File: src/rtl/pixel_stream_feeder.sv
// pixel_stream_feeder
// Streams one frame from a synchronous frame-buffer RAM into the canny_edge
// slave stream. The first burst of LINES_PER_BURST lines goes out as soon as
// start is accepted. Each later burst waits for a rising edge on the filter
// interrupt. After the image, PAD_BURSTS zero-filled bursts flush the
// filter's line buffers.
//
// Ports:
//   axi_clk, axi_rst      clock, asynchronous active-high reset
//   start                 one-cycle pulse, starts a frame when idle
//   interrupt             filter interrupt, each rising edge grants one burst
//   mem_rd_en/mem_addr    RAM read strobe and linear raster address
//   mem_rd_data           RAM data, valid one cycle after mem_rd_en
//   pixel_out_valid/pixel_out/pixel_out_ready   valid/ready pixel stream
//   busy                  frame in progress
//   done                  one-cycle pulse after the last pad pixel
//   overrun               sticky, set when a grant arrives while one is pending
module pixel_stream_feeder #(
  parameter int IMG_W           = 256,
  parameter int IMG_H           = 256,
  parameter int LINES_PER_BURST = 4,
  parameter int PAD_BURSTS      = 2,
  parameter int ADDR_W          = 16,
  parameter int DATA_W          = 8
) (
  input  logic              axi_clk,
  input  logic              axi_rst,
  input  logic              start,
  input  logic              interrupt,
  output logic              mem_rd_en,
  output logic [ADDR_W-1:0] mem_addr,
  input  logic [DATA_W-1:0] mem_rd_data,
  output logic              pixel_out_valid,
  output logic [DATA_W-1:0] pixel_out,
  input  logic              pixel_out_ready,
  output logic              busy,
  output logic              done,
  output logic              overrun
);

  localparam int BL   = IMG_W * LINES_PER_BURST;
  localparam int NB   = IMG_H / LINES_PER_BURST;
  localparam int TOT  = NB + PAD_BURSTS;
  localparam int NPIX = IMG_W * IMG_H;
  localparam int CW   = $clog2(BL + 1);
  localparam int BW   = $clog2(TOT + 1);

  localparam logic [CW-1:0]     BL_C     = CW'(BL);
  localparam logic [CW-1:0]     BL_M1    = CW'(BL - 1);
  localparam logic [BW-1:0]     NB_C     = BW'(NB);
  localparam logic [BW-1:0]     LAST_B   = BW'(TOT - 1);
  localparam logic [ADDR_W-1:0] ADDR_MAX = ADDR_W'(NPIX - 1);

  typedef enum logic [1:0] {
    S_IDLE     = 2'd0,
    S_BURST    = 2'd1,
    S_WAIT_INT = 2'd2,
    S_DONE     = 2'd3
  } state_t;

  state_t              r_state;
  state_t              w_state_nxt;

  logic [CW-1:0]       r_issue_cnt;
  logic [CW-1:0]       r_xfer_cnt;
  logic [BW-1:0]       r_burst_cnt;
  logic [ADDR_W-1:0]   r_addr;
  logic                r_int_d;
  logic                r_int_q;
  logic                r_grant;
  logic                r_overrun;
  logic                r_inflight;
  logic [DATA_W-1:0]   r_fifo [0:1];
  logic                r_wr_ptr;
  logic                r_rd_ptr;
  logic [1:0]          r_fifo_cnt;

  logic                w_pad;
  logic [1:0]          w_occ;
  logic                w_issue;
  logic [DATA_W-1:0]   w_arr_data;
  logic                w_valid;
  logic [DATA_W-1:0]   w_data;
  logic                w_fire;
  logic                w_push;
  logic                w_pop;
  logic                w_last;
  logic                w_int_edge;
  logic                w_start_go;
  logic                w_burst_go;

  // Pad bursts are those whose index is past the image.
  assign w_pad      = (r_burst_cnt >= NB_C);
  // Buffered plus in-flight pixels; reads stop when both FIFO slots are spoken for.
  assign w_occ      = r_fifo_cnt + {1'b0, r_inflight};
  // Pad bursts issue "virtual" reads (no RAM strobe) so the zeros follow the
  // same pipeline timing and backpressure handling as image pixels.
  assign w_issue    = (r_state == S_BURST) && (r_issue_cnt < BL_C) && (w_occ < 2'd2);
  assign w_arr_data = w_pad ? {DATA_W{1'b0}} : mem_rd_data;

  // A pixel arriving this cycle is presented directly when the FIFO is empty.
  assign w_valid    = (r_fifo_cnt != 2'd0) || r_inflight;
  assign w_fire     = w_valid && pixel_out_ready;
  assign w_push     = r_inflight && !((r_fifo_cnt == 2'd0) && w_fire);
  assign w_pop      = w_fire && (r_fifo_cnt != 2'd0);
  assign w_last     = (r_state == S_BURST) && w_fire && (r_xfer_cnt == BL_M1);

  assign w_int_edge = r_int_d && !r_int_q &&
                      ((r_state == S_BURST) || (r_state == S_WAIT_INT));
  assign w_start_go = (r_state == S_IDLE) && start;
  assign w_burst_go = (r_state == S_WAIT_INT) && r_grant;

  // Stream data selection: FIFO head, else the pixel arriving this cycle.
  always_comb begin
    w_data = {DATA_W{1'b0}};
    if (r_fifo_cnt != 2'd0) begin
      w_data = r_fifo[r_rd_ptr];
    end else if (r_inflight) begin
      w_data = w_arr_data;
    end else begin
      w_data = {DATA_W{1'b0}};
    end
  end

  // Next-state logic.
  always_comb begin
    w_state_nxt = r_state;
    case (r_state)
      S_IDLE: begin
        if (start) w_state_nxt = S_BURST;
        else       w_state_nxt = S_IDLE;
      end
      S_BURST: begin
        if (w_last) begin
          if (r_burst_cnt == LAST_B) w_state_nxt = S_DONE;
          else                       w_state_nxt = S_WAIT_INT;
        end else begin
          w_state_nxt = S_BURST;
        end
      end
      S_WAIT_INT: begin
        if (r_grant) w_state_nxt = S_BURST;
        else         w_state_nxt = S_WAIT_INT;
      end
      S_DONE:  w_state_nxt = S_IDLE;
      default: w_state_nxt = S_IDLE;
    endcase
  end

  // State register.
  always_ff @(posedge axi_clk or posedge axi_rst) begin
    if (axi_rst) r_state <= S_IDLE;
    else         r_state <= w_state_nxt;
  end

  // Per-burst read/transfer counters, burst index and RAM address.
  always_ff @(posedge axi_clk or posedge axi_rst) begin
    if (axi_rst) begin
      r_issue_cnt <= '0;
      r_xfer_cnt  <= '0;
      r_burst_cnt <= '0;
      r_addr      <= '0;
    end else if (w_start_go) begin
      r_issue_cnt <= '0;
      r_xfer_cnt  <= '0;
      r_burst_cnt <= '0;
      r_addr      <= '0;
    end else if (w_last) begin
      // Pipeline is empty here: all BL reads were issued and consumed.
      r_issue_cnt <= '0;
      r_xfer_cnt  <= '0;
      if (r_burst_cnt != LAST_B) r_burst_cnt <= r_burst_cnt + BW'(1);
    end else begin
      if (w_issue) r_issue_cnt <= r_issue_cnt + CW'(1);
      if (w_fire)  r_xfer_cnt  <= r_xfer_cnt + CW'(1);
      // Hold at the last pixel so the address never leaves the frame.
      if (w_issue && !w_pad && (r_addr != ADDR_MAX)) r_addr <= r_addr + ADDR_W'(1);
    end
  end

  // Interrupt synchroniser/edge history, grant flag and sticky overrun.
  always_ff @(posedge axi_clk or posedge axi_rst) begin
    if (axi_rst) begin
      r_int_d   <= 1'b0;
      r_int_q   <= 1'b0;
      r_grant   <= 1'b0;
      r_overrun <= 1'b0;
    end else begin
      r_int_d <= interrupt;
      r_int_q <= r_int_d;
      if (w_start_go) begin
        r_grant   <= 1'b0;
        r_overrun <= 1'b0;
      end else if (w_int_edge && r_grant) begin
        // Grants do not queue: the extra edge is only recorded.
        r_overrun <= 1'b1;
        if (w_burst_go) r_grant <= 1'b0;
      end else if (w_int_edge) begin
        r_grant <= 1'b1;
      end else if (w_burst_go) begin
        r_grant <= 1'b0;
      end else begin
        r_grant <= r_grant;
      end
    end
  end

  // Two-entry output FIFO and read-in-flight tracking.
  always_ff @(posedge axi_clk or posedge axi_rst) begin
    if (axi_rst) begin
      r_fifo[0]  <= '0;
      r_fifo[1]  <= '0;
      r_wr_ptr   <= 1'b0;
      r_rd_ptr   <= 1'b0;
      r_fifo_cnt <= 2'd0;
      r_inflight <= 1'b0;
    end else begin
      r_inflight <= w_issue;
      if (w_push) begin
        r_fifo[r_wr_ptr] <= w_arr_data;
        r_wr_ptr         <= ~r_wr_ptr;
      end
      if (w_pop) r_rd_ptr <= ~r_rd_ptr;
      r_fifo_cnt <= r_fifo_cnt + {1'b0, w_push} - {1'b0, w_pop};
    end
  end

  assign mem_rd_en       = w_issue && !w_pad;
  assign mem_addr        = r_addr;
  assign pixel_out_valid = w_valid;
  assign pixel_out       = w_data;
  assign busy            = (r_state == S_BURST) || (r_state == S_WAIT_INT);
  assign done            = (r_state == S_DONE);
  assign overrun         = r_overrun;

endmodule

File: config.mk
export PLATFORM = sky130hd
export DESIGN_NAME = pixel_stream_feeder
export DESIGN_NICKNAME = d
export VERILOG_FILES = /design/src/rtl/pixel_stream_feeder.sv
export SDC_FILE = /design/constraint.sdc
export NUM_CORES = 1
export LEC_CHECK = 0
export ABC_CLOCK_PERIOD_IN_PS = 5200
export BUFFER_PORTS_ARGS = -buffer_cell sky130_fd_sc_hd__buf_2
export CAP_MARGIN = 25
export CORE_MARGIN = 4
export CORE_UTILIZATION = 61
export CTS_CLUSTER_SIZE = 16
export DETAILED_ROUTE_END_ITERATION = 8
export MAX_ROUTING_LAYER = met4
export PLACE_DENSITY = 0.8
export SLEW_MARGIN = 20
export SYNTH_ARGS = -nofsm -noshare
export SYNTH_HDL_FRONTEND = slang
export SYNTH_SLANG_ARGS = --single-unit
File: constraint.sdc
create_clock -name axi_clk -period 5.2 [get_ports axi_clk]
set_clock_uncertainty 0.1 [all_clocks]
set_input_delay 1.04 -clock axi_clk [delete_from_list [all_inputs] [get_ports axi_clk]]
set_output_delay 1.04 -clock axi_clk [all_outputs]
set_load 0.02 [all_outputs]
[After elaboration in Yosys (flattened, before gate mapping)]
Index checks and enable logic that the tools add are counted.
Cells by class
  reduce and logical (&&, ||, !) cells: 32
  muxes and demuxes: 32
  bitwise logic cells: 4
  equality and inequality tests: 8
  order comparisons: 6
  $add $sub $neg: 7
Operators by type and width (number)
  $mux 11: 6
  $mux 8: 7
  $mux 16: 3
  $add 11x1->11 const B: 2
  $mux 7: 3
  $add 16x1->16 const B: 1
  $bwmux 16: 1
  $logic_and 1x1->1: 16
  $ne 16x16->1 const B: 1
  $eq 11x10->1 const B: 1
  $lt 11x11->1 const B: 1
  $reduce_bool 2->1: 5
  $demux 8 s1: 1
  $mux 1: 8
  $pmux 2 s4: 1
  $add 7x1->7 const B: 1
  $eq 7x7->1 const B: 1
  $ge 7x7->1 const B: 1
  $ne 7x7->1 const B: 1
  $reduce_bool 3->1: 2
  $add 2x1->2: 2
  $eq 2x2->1 const B: 2
  $ge 2x2->1 const B: 2
  $logic_not 2->1: 2
  other kinds (11): 18
Storage, ports and cells
  bits of input ports: 13
  flip-flop bits (word level): 72
  output and inout port bits: 29
  logic and storage cells: 104

[Longest topological paths before layout]
Gate-level depths: netlist of the first run.
  word-level depth: 8
  mapped depth: 9
  gate-level depth less buffers: 8

[Worst setup path before layout of the first run]
No wires, ideal clock.
  kind: input port to output port
  start point: input port mem_rd_data[3]
  end point: output port pixel_out[3]
  required time: 4.060 ns
  buffers on the path: 0
  arrival time: 1.523 ns
  stages on the path: 3
  path slack: 2.537 ns
  cells stage by stage: nor2b_1 > nand3_1 > o21ai_0
Between the ends
  longest elaborated chain between the ends: 3
RTL lines
  from (decl): line 32  | input logic [DATA_W-1:0] mem_rd_data,
  $mux 8: line 99  | assign w_arr_data = w_pad ? {DATA_W{1'b0}} : mem_rd_data;
  $mux 8: line 118  | end else if (r_inflight) begin
  $mux 8: line 116  | if (r_fifo_cnt != 2'd0) begin
  to (decl): line 34  | output logic [DATA_W-1:0] pixel_out,
Every way passes these cells.

[Final worst setup path of the first run]
  start point: register r_fifo_cnt[1]
  end point: output port pixel_out[3]
Between the ends
  longest elaborated chain between the ends: 2
RTL lines
  from (decl): line 76  | logic [1:0] r_fifo_cnt;
  from (signal assigned): line 224  | r_fifo_cnt <= r_fifo_cnt + {1'b0, w_push} - {1'b0, w_pop};
  $reduce_bool 2->1: line 116
  $mux 8: line 116
Every way passes these cells.

==> results of run 1 <==
==> area by class of cell <==
| cell class | instances | area [um2] | area share [%] |
|---|---|---|---|
| multi-input cells | 278 | 1860 | 43.5 |
| clock buffers | 11 | 151 | 3.54 |
| repair buffers | 42 | 213 | 4.98 |
| flip-flops and latches | 72 | 1800 | 42.2 |
| inverters | 14 | 52.6 | 1.23 |
| well taps | 75 | 93.8 | 2.20 |
| clock inverters | 5 | 103 | 2.40 |
==> power by group <==
group / internal, mW / switching, mW
Clock: 0.344 / 0.209
Combinational: 0.0677 / 0.0869
Sequential: 0.595 / 0.0643
==> how the worst max path moves through the flow <==
stage	from	to	slack, ps
floorplan	axi_rst	mem_addr[0]$_DFFE_PP0P_	2240
global placement	pixel_out_ready	mem_addr[11]$_DFFE_PP0P_	2290
detailed placement	pixel_out_ready	r_xfer_cnt[0]$_DFFE_PP0P_	2220
CTS	r_fifo_cnt[1]$_DFF_PP0_	pixel_out[3]	2040
global route	r_fifo_cnt[1]$_DFF_PP0_	pixel_out[3]	1800
finish	r_fifo_cnt[1]$_DFF_PP0_	pixel_out[3]	2030
==> per-stage QoR <==
step / setup WS (ps) / cells / instance area (um2)
global placement: 2290 / 481 / 4020
CTS: 2040 / 497 / 4270
global route: 1800 / 497 / 4270
detailed placement: 2220 / 481 / 4020
floorplan: 2240 / 380 / 3800
finish: 2030 / 497 / 4270
==> synth_stat cells (2+ instances only) <==
cell,count,area share [%]
xor2_1,11,2.5
buf_2,3,0.39
and3_1,7,1.2
ha_1,13,4.3
a41o_1,2,0.53
or4_1,10,2.0
o21ai_1,2,0.26
nor2b_1,10,1.6
dfrtp_1,72,47
nor4_1,2,0.33
xnor2_1,14,3.2
nor3_1,4,0.53
nand3_1,23,3.0
o21ai_0,14,1.8
mux2i_1,10,2.6
nand2_1,30,3.0
inv_1,14,1.4
a31oi_1,3,0.49
nand4_1,7,1.2
or3_1,5,0.82
clkbuf_1,9,0.89
nor4b_1,2,0.46
and4_1,3,0.69
a21oi_1,22,2.9
nand2b_1,6,0.99
and2_1,2,0.33
buf_6,3,0.89
nor2_1,36,3.6
mux2_2,12,3.6
o31ai_1,12,2.4
==> cells by family (layout without fill, tap and decap cells) <==
logic type	count (synthesis)	in the layout	synth area share, %
flip-flops	72	72	47.4
adder cells (fa/ha/maj)	13	13	4.28
AND/OR/NAND/NOR	151	151	20.9
AO/OA/AOI/OAI	67	67	11.7
multiplexers	22	22	6.19
XOR/XNOR	25	25	5.76
buffers and inverters	30	72	3.75
==> worst max-delay path, cell delays in order (launching register included) <==
cell and delay [ps]:
dfrtp_1 500, nor2_1 720, nand3_1 150, o21ai_0 120
buf_2 190
==> flip-flops by register name, summed over array words and instances (netlist names) <==
signal	count
r_fifo_cnt	2
r_xfer_cnt	11
r_grant	1
r_int_q	1
r_wr_ptr	1
mem_addr	16
r_fifo	16
overrun	1
r_inflight	1
r_rd_ptr	1
r_int_d	1
r_state	2
r_burst_cnt	7
r_issue_cnt	11
==> routing by layer <==
layer  track usage, %  vias up  wire, um  part of all wire (%)
li1                 -     1424         -                     -
met1             28.9     1436      3500                    47
met2             33.8       68      3560                    47
met3             2.93       11       325                   4.3
met4             10.5        0       136                   1.8
met5                -        -         0                     0
==> results_dict.tcl, run 1 <==
set metrics [dict create \
    syn-num-nets 406 \
    dpl.hpwl_mm 5.06 \
    clock_latency_ps 360 \
    maxSlewViolCount 0 \
    syn_area_um2 3800 \
    rsz0062_at_grt "no" \
    antenna_cells 0 \
    timing.slew.headroom_pct 34.4 \
    reg2reg_depth 8 \
    hold_class "reg2reg" \
    clkTransAtPathRegs_ps 70 \
    cts-hold-fix-buffers 0 \
    p_leak_nw 1.89 \
    synth_edf_count 0 \
    ys_ff_latch 72 \
    die_height_um 86.9 \
    grt_pass1_vias 2802 \
    clock.fmax_ghz 0.315 \
    nNetsFinal 443 \
    outcome "completed" \
    grt_first_pass_wirelength_mm 12.8 \
    clock_sinks 72 \
    hold_viol_final 0 \
    routed_wl_mm 7.53 \
    synthCells 380 \
    drtAntennaViolNets 0 \
    r2r_slack_ps 2640 \
    worstMarginPinSlew_ps 985 \
    clock-root-buffer "clkbuf_8" \
    end_kind "primary output" \
    worstSetupPathType "reg2out" \
    ir_drop_uv 229 \
    core-area_um2 5990 \
    avgSynthCellArea_um2 10.0 \
    htree_levels 3 \
    finalSetupTns_ps 0 \
    avgRoutedWirePerCell_um 15.1 \
    synth_cell_types 47 \
    yosysSeqAreaShare_pct 47.4 \
    via_per_inst 5.91 \
    antenna_found_initial 0 \
    drc 0 \
    syn2layout_area_growth_pct 12.4 \
    cp.arrival_ps 2030 \
    whs_endpoint "r_int_q$_DFF_PP0_" \
    synthArstFlopShare_pct 100 \
    cts_buffers 9 \
    ys.flop_type "dfrtp_1" \
    final.min_clock_period_ps 3170 \
    whs_path_depth 0 \
    rows 28 \
    hold-worst-slack_ps 305 \
    post-route-period-util_pct 61.0 \
    hold_path.startpoint "r_int_d$_DFF_PP0_" \
    timing.rr.start "r_fifo_cnt[1]$_DFF_PP0_" \
    post_cts_resized 0 \
    power_mw 1.37 \
    grt.total_usage_pct 22.0 \
    cp_max_fo 16 \
    final_cell_mix "72 x dfrtp_1, 41 x buf_2, 36 x nor2_1" \
    place_congestion 0.783 \
    cts_tree "built" \
    drt_iter0_markers 204 \
    die_x_um 86.9 \
    cp.required_ps 4060 \
    cts_setup_buffers 0 \
    grt_max_degree 43 \
    critPathLaunchType "flip-flop" \
    dieArea_um2 7560 \
    io_pins 42 \
    cap_violations 0 \
    io_buffers 41 \
    final_common_cell "dfrtp_1" \
    fill_cells 419 \
    power_density_nw_per_um2 320 \
    dr.pass1.iters 4 \
    grt-ovfl-total 0 \
    fin_util_pct 71.3 \
    vias 2939 \
    ys_warn_count 0 \
    drive_gt1_share_pct 18.0 \
    r2r_end "r_fifo_cnt[1]$_DFF_PP0_" \
    initial_core_util_pct 63.5 \
    clockBufferDepth 2 \
    setup_violations 0 \
]
(Power assumes the default switching activity.)
==> inputs of run 2 (changes only) <==
- ABC_AREA: not set -> 1
- ABC_CLOCK_PERIOD_IN_PS: 5200 -> 2700
- CORE_UTILIZATION: 61 -> 53
- PLACE_DENSITY: 0.8 -> 0.73
- clock period: 5.2 -> 2.7 ns (I/O delays scaled with it)
==> run 2 against run 1 <==
  * Clock-buffer cell count increased by 3
  * First-iteration DRC count increased by 5.9%
  * Non-clock buffer count increased by 2
  * Sequential power increased by 130%
  * Die area increased by 21%
  * Synthesized area increased by 7.1%
  * Combinational power increased to 10 times the previous value
  * Power increased to 2.9 times the previous value
  * Critical path type unchanged
  * Hold slack got worse by 210 ps
  * Final cell count increased by 35%
  * Largest cell class unchanged
==> results_dict.tcl, run 2 <==
set metrics [dict create \
    crit_path_cell_trace "inv_1, ha_1, inv_1, nor2_2, nand3_4, nor2_4, buf_2" \
    grt_first_pass_wirelength_mm 15.2 \
    setup_violations 0 \
    io_buffers 41 \
    synthCells 522 \
    clock.fmax_ghz 0.408 \
    htree_levels 3 \
    avgRoutedWirePerCell_um 12.8 \
    initial_core_util_pct 55.2 \
    ys_warn_count 0 \
    die_x_um 95.6 \
    r2r_end "mem_addr[10]$_DFFE_PP0P_" \
    fill_cells 635 \
    worstMarginPinSlew_ps 641 \
    cts_buffers 9 \
    clockBufferDepth 2 \
    synthAdderAreaFrac_pct 4.00 \
    cts_tree "built" \
    outcome "completed" \
    grt.total_usage_pct 21.5 \
    cp.arrival_ps 1810 \
    power_density_nw_per_um2 858 \
    synthArstFlopShare_pct 100 \
    ir_drop_uv 382 \
    hold_viol_final 0 \
    finalSetupTns_ps 0 \
    drtAntennaViolNets 0 \
    slowest_delay_ps 400 \
    ys.flop_type "dfrtp_1" \
    core-area_um2 7370 \
    fin_util_pct 61.8 \
    cp.required_ps 2060 \
    synth_xor_area_share_pct 4.09 \
    timing.rr.start "r_state[1]$_DFF_PP0_" \
    end_kind "primary output" \
    post-route-period-util_pct 90.8 \
    drc 0 \
    timing.slew.headroom_pct 57.2 \
    via_per_inst 5.25 \
    dieArea_um2 9150 \
    final.min_clock_period_ps 2450 \
    antenna_cells 0 \
    post_cts_resized 0 \
    final_cell_mix "129 x nand2_1, 79 x nor2_1, 72 x dfrtp_1" \
    power_mw 3.90 \
    reg2reg_depth 10 \
    ys_ff_latch 72 \
    syn2layout_area_growth_pct 11.8 \
    critPathBufInv 3 \
    syn-num-nets 548 \
    yosys.area_share.simple_pct 33.0 \
    cap_violations 0 \
    p_leak_nw 2.30 \
    vias 3513 \
    drt_iter0_markers 216 \
    cp_max_fo 9 \
    dr.pass1.iters 5 \
    rows 31 \
    maxSlewViolCount 0 \
    synth_cell_types 35 \
    antenna_found_initial 0 \
    hold_class "in2async" \
    cp_common_cell "inv_1" \
    synth_top_family_by_area "simple AND/OR/NAND/NOR gates" \
    drive_gt1_share_pct 14.7 \
    critPathTopFamily "simple AND/OR/NAND/NOR gates" \
    io_pins 42 \
    synth_commonest_cells "129 x nand2_1, 79 x nor2_1, 72 x dfrtp_1" \
    die_height_um 95.6 \
    worstSetupPathType "reg2out" \
    synth_area_leader_cell "dfrtp_1" \
    dpl.hpwl_mm 6.07 \
    cts-hold-fix-buffers 0 \
    syn_area_um2 4070 \
    rsz0062_at_grt "no" \
    clock-root-buffer "clkbuf_8" \
    nNetsFinal 591 \
    synthMuxAreaShare_pct 0 \
    grt_max_degree 54 \
    routed_wl_mm 8.56 \
    critPathLaunchType "flip-flop" \
    final_common_cell "nand2_1" \
    clock_latency_ps 350 \
    synth_most_common_cell "nand2_1" \
    ys_top_cells_by_area "dfrtp_1 44%, nand2_1 12%, nor2_1 7.3%" \
    cts_setup_buffers 0 \
    worst_path_max_delay_cell "dfrtp_1" \
    synth_edf_count 0 \
    avgSynthCellArea_um2 7.80 \
    clkTransAtPathRegs_ps 70 \
    synth.top_cell.area_share_pct 44.3 \
    synth_compound_area_share_pct 7.93 \
    clock_sinks 72 \
    yosysSeqAreaShare_pct 44.3 \
    r2r_slack_ps 620 \
    grt_pass1_vias 3440 \
    place_congestion 0.862 \
    grt-ovfl-total 0 \
]
## run 2: logic make-up (layout without fill, tap and decap cells)
logic type      count (synthesis)  in the layout
flops                          72             72
buf+inv                        67            115
simple gates                  300            300
compound gates                 51             51
xor+xnor                       19             19
fa+ha+maj                      13             13
## run 2: how the worst max path moves through the flow
stage | from | to | slack [ps] | cells past startpoint
floorplan | axi_rst | mem_addr[0]$_DFFE_PP0P_ | 240 | 1
global placement | r_state[1]$_DFF_PP0_ | mem_rd_en | 700 | 7
detailed placement | r_state[1]$_DFF_PP0_ | mem_rd_en | 650 | 7
CTS | r_state[1]$_DFF_PP0_ | mem_rd_en | 230 | 7
global route | r_state[1]$_DFF_PP0_ | mem_rd_en | 140 | 7
finish | r_state[1]$_DFF_PP0_ | mem_rd_en | 250 | 7
## run 2: through the flow
stage	area [um2]	std cells	setup slack [ps]	hold WS, ps
finish	4550	669	249	96.5
global route	4550	669	138	131
CTS	4550	669	230	104
detailed placement	4370	653	646	290
global placement	4370	653	695	286
floorplan	4070	522	235	274
## run 2: cell type report
type | instances | area (um2) | area share, %
clock buffers | 14 | 173 | 3.79
clock inverters | 2 | 12.5 | 0.275
inverters | 55 | 206 | 4.54
multi-input cells | 383 | 1990 | 43.8
flip-flops and latches | 72 | 1800 | 39.6
well taps | 99 | 124 | 2.72
repair buffers | 44 | 240 | 5.28
## run 2: worst register-to-register path, delay by kind of cell, from the launching register on
kind          cells  cell delay [ps]
buf+inv           2              190
simple gates      7             1130
flops             1              400
fa+ha+maj         1              210
## run 2: layer usage
layer	share of wire, %	up-vias	track usage, %
li1	-	1772	-
met1	46	1641	27.4
met3	5.2	10	3.87
met4	1.2	0	7.82
met5	0	-	-
met2	48	90	34.6
## run 2: power breakdown
group / switching (mW) / internal (mW) / leakage [nW] / total [mW]
combinational: 1.04 / 0.538 / 1.27 / 1.58
sequential: 0.201 / 1.33 / 0.942 / 1.53
clock: 0.389 / 0.409 / 0.0927 / 0.797
total: 1.63 / 2.27 / 2.30 / 3.90
